--- config.mk ---
export PLATFORM = sky130hd
export DESIGN_NAME = lsu_mem_if_flat
export DESIGN_NICKNAME = d
export VERILOG_FILES = /design/src/rtl/lsu_mem_if_if.sv /design/src/rtl/lsu_mem_if.sv /design/src/flat_wrapper.sv
export SDC_FILE = /design/constraint.sdc
export NUM_CORES = 1
export LEC_CHECK = 0
export BUFFER_PORTS_ARGS = -buffer_cell sky130_fd_sc_hd__buf_2
export CAP_MARGIN = 10
export CORE_ASPECT_RATIO = 0.75
export CORE_MARGIN = 1.5
export CORE_UTILIZATION = 24
export CTS_CLUSTER_DIAMETER = 60
export DETAILED_ROUTE_END_ITERATION = 10
export PLACE_DENSITY = 0.47
export SETUP_SLACK_MARGIN = 0.05
export SYNTH_ARGS = -nofsm -noshare
export SYNTH_HDL_FRONTEND = slang
export SYNTH_SLANG_ARGS = --single-unit
--- constraint.sdc ---
create_clock -name clk -period 7.5 [get_ports clk]
set_input_delay 0.75 -clock clk [delete_from_list [all_inputs] [get_ports clk]]
set_output_delay 0.75 -clock clk [all_outputs]
set_load 0.01 [all_outputs]
--- src/rtl/lsu_mem_if_if.sv ---
// Data-memory bus between the load/store unit (master) and memory (slave).
interface lsu_mem_if_if;
  logic        mem_req;
  logic        mem_we;
  logic [31:0] mem_addr;
  logic [3:0]  mem_wstrb;
  logic [31:0] mem_wdata;
  logic        mem_gnt;
  logic        mem_rvalid;
  logic [31:0] mem_rdata;

  modport master (
    output mem_req, mem_we, mem_addr, mem_wstrb, mem_wdata,
    input  mem_gnt, mem_rvalid, mem_rdata
  );

  modport slave (
    input  mem_req, mem_we, mem_addr, mem_wstrb, mem_wdata,
    output mem_gnt, mem_rvalid, mem_rdata
  );
endinterface

--- src/rtl/lsu_mem_if.sv ---
// Load/store unit: takes one decoder-issued load or store, runs a
// req/gnt/rvalid transaction on the data bus, aligns/extends load data and
// returns it as a one-cycle delayed_load/delayed_rd write-back.
module lsu_mem_if #(
  parameter int TIMEOUT = 16
) (
  input  logic              clk,
  input  logic              rst,
  input  logic              load_i,
  input  logic              store_i,
  input  logic [2:0]        size_i,
  input  logic [4:0]        rd_i,
  input  logic [31:0]       addr_i,
  input  logic [31:0]       wdata_i,
  lsu_mem_if_if.master      bus,
  output logic              delayed_load,
  output logic [4:0]        delayed_rd,
  output logic [31:0]       load_data,
  output logic              busy_o,
  output logic              err_o
);

  localparam int CW = $clog2(TIMEOUT + 1);

  typedef enum logic [1:0] {IDLE, REQ, WAIT, DONE} state_t;

  // What survives from the issue cycle until write-back.
  typedef struct packed {
    logic       we;
    logic [2:0] size;
    logic [4:0] rd;
    logic [1:0] off;
  } req_t;

  state_t        state;
  req_t          req_q;
  logic [31:0]   rdata_q;
  logic [CW-1:0] cnt;
  logic [CW-1:0] cnt_inc;
  logic          issue, size_ok, misalign, legal;
  logic [3:0]    lane_strb;
  logic [31:0]   lane_data;
  logic [31:0]   sh, ext;
  logic          tmo;

  assign cnt_inc = cnt + 1'b1;
  assign tmo     = (cnt_inc == CW'(TIMEOUT));

  // Issue decode: sizes 101..111 are illegal; halves need addr[0]=0, words addr[1:0]=0.
  always_comb begin
    issue    = load_i | store_i;
    size_ok  = (size_i <= 3'b100);
    misalign = ((size_i[2:1] == 2'b01) && addr_i[0]) ||
               ((size_i == 3'b100) && (addr_i[1:0] != 2'b00));
    legal    = issue && size_ok && !misalign;
    busy_o   = ((state == IDLE) && legal) || (state == REQ) || (state == WAIT);
  end

  // Store lane placement: strobes start at the byte offset, data replicated across lanes.
  always_comb begin
    lane_strb = 4'b1111;
    lane_data = wdata_i;
    case (size_i[2:1])
      2'b00: begin
        lane_strb = 4'b0001 << addr_i[1:0];
        lane_data = {4{wdata_i[7:0]}};
      end
      2'b01: begin
        lane_strb = 4'b0011 << addr_i[1:0];
        lane_data = {2{wdata_i[15:0]}};
      end
      default: ;
    endcase
  end

  // Load extraction: shift the addressed byte/half down, then sign/zero extend.
  always_comb begin
    sh = rdata_q >> {req_q.off, 3'b000};
    case (req_q.size)
      3'b000:  ext = {{24{sh[7]}}, sh[7:0]};
      3'b001:  ext = {24'd0, sh[7:0]};
      3'b010:  ext = {{16{sh[15]}}, sh[15:0]};
      3'b011:  ext = {16'd0, sh[15:0]};
      default: ext = sh;
    endcase
  end

  // Transaction FSM with registered bus and write-back outputs.
  always_ff @(posedge clk or posedge rst) begin
    if (rst) begin
      state         <= IDLE;
      req_q         <= '0;
      rdata_q       <= '0;
      cnt           <= '0;
      bus.mem_req   <= 1'b0;
      bus.mem_we    <= 1'b0;
      bus.mem_addr  <= '0;
      bus.mem_wstrb <= '0;
      bus.mem_wdata <= '0;
      delayed_load  <= 1'b0;
      delayed_rd    <= '0;
      load_data     <= '0;
      err_o         <= 1'b0;
    end else begin
      err_o        <= 1'b0;
      delayed_load <= 1'b0;
      case (state)
        IDLE: begin
          if (issue && !legal) begin
            err_o <= 1'b1;
          end else if (legal) begin
            // load wins when both strobes are high
            req_q         <= '{we: !load_i, size: size_i, rd: rd_i, off: addr_i[1:0]};
            bus.mem_req   <= 1'b1;
            bus.mem_we    <= !load_i;
            bus.mem_addr  <= {addr_i[31:2], 2'b00};
            bus.mem_wstrb <= load_i ? 4'b0000 : lane_strb;
            bus.mem_wdata <= load_i ? 32'd0 : lane_data;
            cnt           <= '0;
            state         <= REQ;
          end
        end
        REQ: begin
          if (bus.mem_gnt) begin
            bus.mem_req <= 1'b0;
            if (req_q.we) begin
              state <= IDLE;
            end else if (bus.mem_rvalid) begin
              rdata_q <= bus.mem_rdata;
              state   <= DONE;
            end else begin
              cnt   <= '0;
              state <= WAIT;
            end
          end else if (tmo) begin
            bus.mem_req <= 1'b0;
            err_o       <= 1'b1;
            state       <= IDLE;
          end else begin
            cnt <= cnt_inc;
          end
        end
        WAIT: begin
          if (bus.mem_rvalid) begin
            rdata_q <= bus.mem_rdata;
            state   <= DONE;
          end else if (tmo) begin
            err_o <= 1'b1;
            state <= IDLE;
          end else begin
            cnt <= cnt_inc;
          end
        end
        DONE: begin
          // load_data updates together with the strobe and holds until the next load
          delayed_load <= 1'b1;
          delayed_rd   <= req_q.rd;
          load_data    <= ext;
          state        <= IDLE;
        end
        default: state <= IDLE;
      endcase
    end
  end

endmodule

--- src/flat_wrapper.sv ---
// flat-port wrapper written by rule: the top's interface ports become plain ports
module lsu_mem_if_flat 
#(
  parameter int TIMEOUT = 16
)
  (clk, rst, load_i, store_i, size_i, rd_i, addr_i, wdata_i, delayed_load, delayed_rd, load_data, busy_o, err_o, bus_mem_req, bus_mem_we, bus_mem_addr, bus_mem_wstrb, bus_mem_wdata, bus_mem_gnt, bus_mem_rvalid, bus_mem_rdata);
  lsu_mem_if_if bus_i ();
  input  logic clk;
  input  logic rst;
  input  logic load_i;
  input  logic store_i;
  input  logic [2:0] size_i;
  input  logic [4:0] rd_i;
  input  logic [31:0] addr_i;
  input  logic [31:0] wdata_i;
  output logic delayed_load;
  output logic [4:0] delayed_rd;
  output logic [31:0] load_data;
  output logic busy_o;
  output logic err_o;
  output wire logic [$bits(bus_i.mem_req)-1:0] bus_mem_req;
  output wire logic [$bits(bus_i.mem_we)-1:0] bus_mem_we;
  output wire logic [$bits(bus_i.mem_addr)-1:0] bus_mem_addr;
  output wire logic [$bits(bus_i.mem_wstrb)-1:0] bus_mem_wstrb;
  output wire logic [$bits(bus_i.mem_wdata)-1:0] bus_mem_wdata;
  input wire logic [$bits(bus_i.mem_gnt)-1:0] bus_mem_gnt;
  input wire logic [$bits(bus_i.mem_rvalid)-1:0] bus_mem_rvalid;
  input wire logic [$bits(bus_i.mem_rdata)-1:0] bus_mem_rdata;
  assign bus_mem_req = bus_i.mem_req;
  assign bus_mem_we = bus_i.mem_we;
  assign bus_mem_addr = bus_i.mem_addr;
  assign bus_mem_wstrb = bus_i.mem_wstrb;
  assign bus_mem_wdata = bus_i.mem_wdata;
  assign bus_i.mem_gnt = bus_mem_gnt;
  assign bus_i.mem_rvalid = bus_mem_rvalid;
  assign bus_i.mem_rdata = bus_mem_rdata;
  lsu_mem_if #(.TIMEOUT(TIMEOUT)) u_core (.clk(clk), .rst(rst), .load_i(load_i), .store_i(store_i), .size_i(size_i), .rd_i(rd_i), .addr_i(addr_i), .wdata_i(wdata_i), .bus(bus_i), .delayed_load(delayed_load), .delayed_rd(delayed_rd), .load_data(load_data), .busy_o(busy_o), .err_o(err_o));
endmodule
==> summary.md <==
| Metric | Value |
|---|---|
| Worst Max-Slew Pin Slew | 1020 ps |
| Site Rows | 54 |
| Slew HR | a little under a third |
| Sw Ratio | 35.7% |
| Cell area after synthesis | 7040 sq um |
| Drt pass-1 iters | 4 |
| Non-filler instance count after layout | 1,208 |
| Top_reg_cell synth | dfrtp_1 |
| Antenna viol nets, final | 0 |
| Worst-path clk slew | 60 ps |
| PortBufs | 217 |
| #FFs+latches synth | 156 |
| H-tree Lvls | 4 |
| CTS tree | yes |
| Clock Latency Late Sink | 420 ps |
| Dpl cells | 1,177 |
| Share of the synthesized area in the top cell type | approximately 55% |
| CP Capture Type | output port |
| Fin. Hold Viols | 0 |
| FMAX | 262 MHz |
| Total GRT Usage | 13.5% |
| # DRC | 0 |
| Die width | 201 um |
| WP data required | 6750 ps |
| Crit path time final | 3810 ps |
| Remaining global-route overflow | 0 |
| Critical Setup Path Class | input port to output port |
| Vias in the first global route | 5,199 |
| Post_cts resized | 0 |
| CTS root buffer | clkbuf_16 |
| Sequential share of the synthesized area | 55.5% |
| WP data arrival | 3060 ps |
| Leakage | 4.38 nW |
| Combinational power share | 37.7% |
| Die area | roughly 30,000 sq um |
| Number of setup violations in the final report | 0 |
| Worst vdd ir | between 0.1 and 0.15 mV |
| Synth unique cells | 44 |
| Post-Route WL | 20,400 um |
| Pint | around 0.0024 W |
| Maxcap violations | 0 |
| Startpoint Class | input port |
| Final nets | slightly above 900 |
| DRT iter0 DRCs | 245 |
| Worst Skew | about 6.6 ps |
| Area of the core | slightly below 30,000 sq um |
| Sw Pwr | 0.00135 W |
| Via density per instance | roughly 4.4 |
| Gate Count Post-Synth | between 600 and 700 |
| Area growth from synthesis to layout | 29.3% |
| Layout cell share with drive strength beyond 1 | 42.3% |
| Status | finished clean |
| Largest area contributor in the netlist | dfrtp_1 |
| CTS Buf Count | 17 |
| Setup repair bufs after CTS | 0 |
| Syn avg cell area | between 10 and 15 sq um |
| Sum Neg Setup Slack | 0 ps |
| Detailed Place HPWL | between 10,000 and 15,000 um |
| Pin count of the biggest net entering global routing | 98 |
| Pwr Density | 417 nW/um^2 |
| # IOs | 220 |
| CTS Sinks | about 160 |
| Final max-slew violation count | 0 |
| Final period util | 50.8% |
| Worst Hold Class | flip-flop to flip-flop |
| Clk buf depth | 2 |
| WL/cell | 16.9 um |
| First-pass GRT wire length | 31,000 um |
| Synth top area cells | dfrtp_1 (55%), mux2_2 (14%), mux2i_1 (5.8%) |
| RD Place Congestion | 0.764 |
| Clock power share | 23.1% |
| Total of warnings raised by yosys | 0 |
| FFs w/ async S/R, synth | 100% |
| Hold-fix buffers at CTS | 0 |
| Reg power frac | 39.2% |
| EDFF count, synth | 0 |
| CP max FO | 86 |
| Die height | around 150 um |
| RSZ-0062 raised after global routing | false |
| Vias | 5,329 |
| Initial antenna violation count | 3 |
| Initial core utilization | 24.3% |
sequential cells by signal, summed over array words and instances (netlist names):
signal,flops
u_core.bus.mem_req,1
u_core.bus.mem_addr,30
u_core.cnt,5
u_core.rdata_q,32
u_core.bus.mem_wdata,32
u_core.bus.mem_wstrb,4
u_core.load_data,32
u_core.delayed_rd,5
u_core.delayed_load,1
u_core.req_q,10
u_core.err_o,1
u_core.bus.mem_we,1
u_core.state,2
final cells by class:
class	count	area (sq um)
well taps	392	490
inverters	9	38.8
clock inverters	8	120
fillers	3020	19900
flip-flops and latches	156	3900
multi-input cells	397	2960
clock buffers	21	450
diodes	2	5.00
repair buffers	223	1130
cells in the mapped netlist, types with 5 or more instances:
library cell  number
nand2b_1          10
a21oi_1           39
a211oi_1           7
inv_1              8
dfrtp_1          156
a211o_1            8
mux2_2            85
a221o_1            8
clkbuf_1          29
mux2i_1           41
nand2_1           64
nor2b_1           11
buf_1              5
o31ai_1           28
ha_1               5
nor2_1            37
o21ai_0           22
layout by cell type, fill, tap and decap left out, drive strengths merged, types with 7 or more instances in the layout:
master and instances:
a221o 8, buf 223, mux2 85, nand2b 10, dfrtp 156, mux2i 41, clkbuf 21, a21oi 39
o31ai 28, a211o 8, a211oi 7, nand2 64, inv 8, o21ai 25, nor2 37, nor2b 11
through the flow:
stage	utilization, %	setup WS (ps)	hold slack, ps	area (sq um)	total power [W]
after floorplan	-	2540	471	7040	0.00238
after global placement	29.4	3630	457	8520	0.00295
after detailed placement	29.4	3630	463	8520	0.00297
final	31.4	3690	477	9100	0.00379
after CTS	31.4	3640	480	9090	0.00387
after global routing	31.4	3430	501	9090	0.00409
power by group through the flow:
stage               combinational (W)  sequential (W)  clock, W
detailed placement            0.00146         0.00150         0
global placement              0.00145         0.00150         0
floorplan                    0.000791         0.00159         0
global route                  0.00159         0.00155  0.000944
finish                        0.00143         0.00149  0.000874
CTS                           0.00146         0.00149  0.000910
path summary, 6_finish.rpt:
kind | cells past startpoint | from | endpoint | slack [ps]
min in group asynchronous | 2 | rst | u_core.bus.mem_addr[8] | 490
max in group asynchronous | 3 | rst | u_core.bus.mem_req | 5570
min | 2 | u_core.bus.mem_wdata[11] | u_core.bus.mem_wdata[11] | 480
max | 6 | size_i[2] | busy_o | 3690
max reg2reg | 5 | u_core.state[0] | u_core.load_data[24] | 4610
min reg2reg | 2 | u_core.bus.mem_wdata[11] | u_core.bus.mem_wdata[11] | 480
per-layer routing:
layer | vias up | GRT usage (%) | wire (um)
li1 | 2533 | - | -
met1 | 2627 | 18.7 | 9690
met5 | - | 0 | 12
met3 | 13 | 5.08 | 1560
met2 | 154 | 19.8 | 8960
met4 | 2 | 3.27 | 167
kinds of logic (layout without fill, tap and decap cells):
| family | count (synthesis) | after routing | synth area share (%) |
|---|---|---|---|
| adders and majority gates | 5 | 5 | 0.889 |
| other | 1 | 4 | 0.0533 |
| buffers and inverters | 49 | 261 | 2.79 |
| muxes | 126 | 126 | 19.4 |
| xor gates and xnor gates | 1 | 1 | 0.124 |
| AOI/OAI and AO/OA | 129 | 129 | 12.7 |
| DFF | 156 | 156 | 55.5 |
| and+or+nand+nor | 134 | 134 | 8.57 |
critical path, stage by stage:
cell,delay (ps)
buf_2,520
o41ai_2,240
nand4_4,390
buf_4,800
nand2_1,80
buf_2,180
No activity file was read; power rests on OpenSTA's default activity.
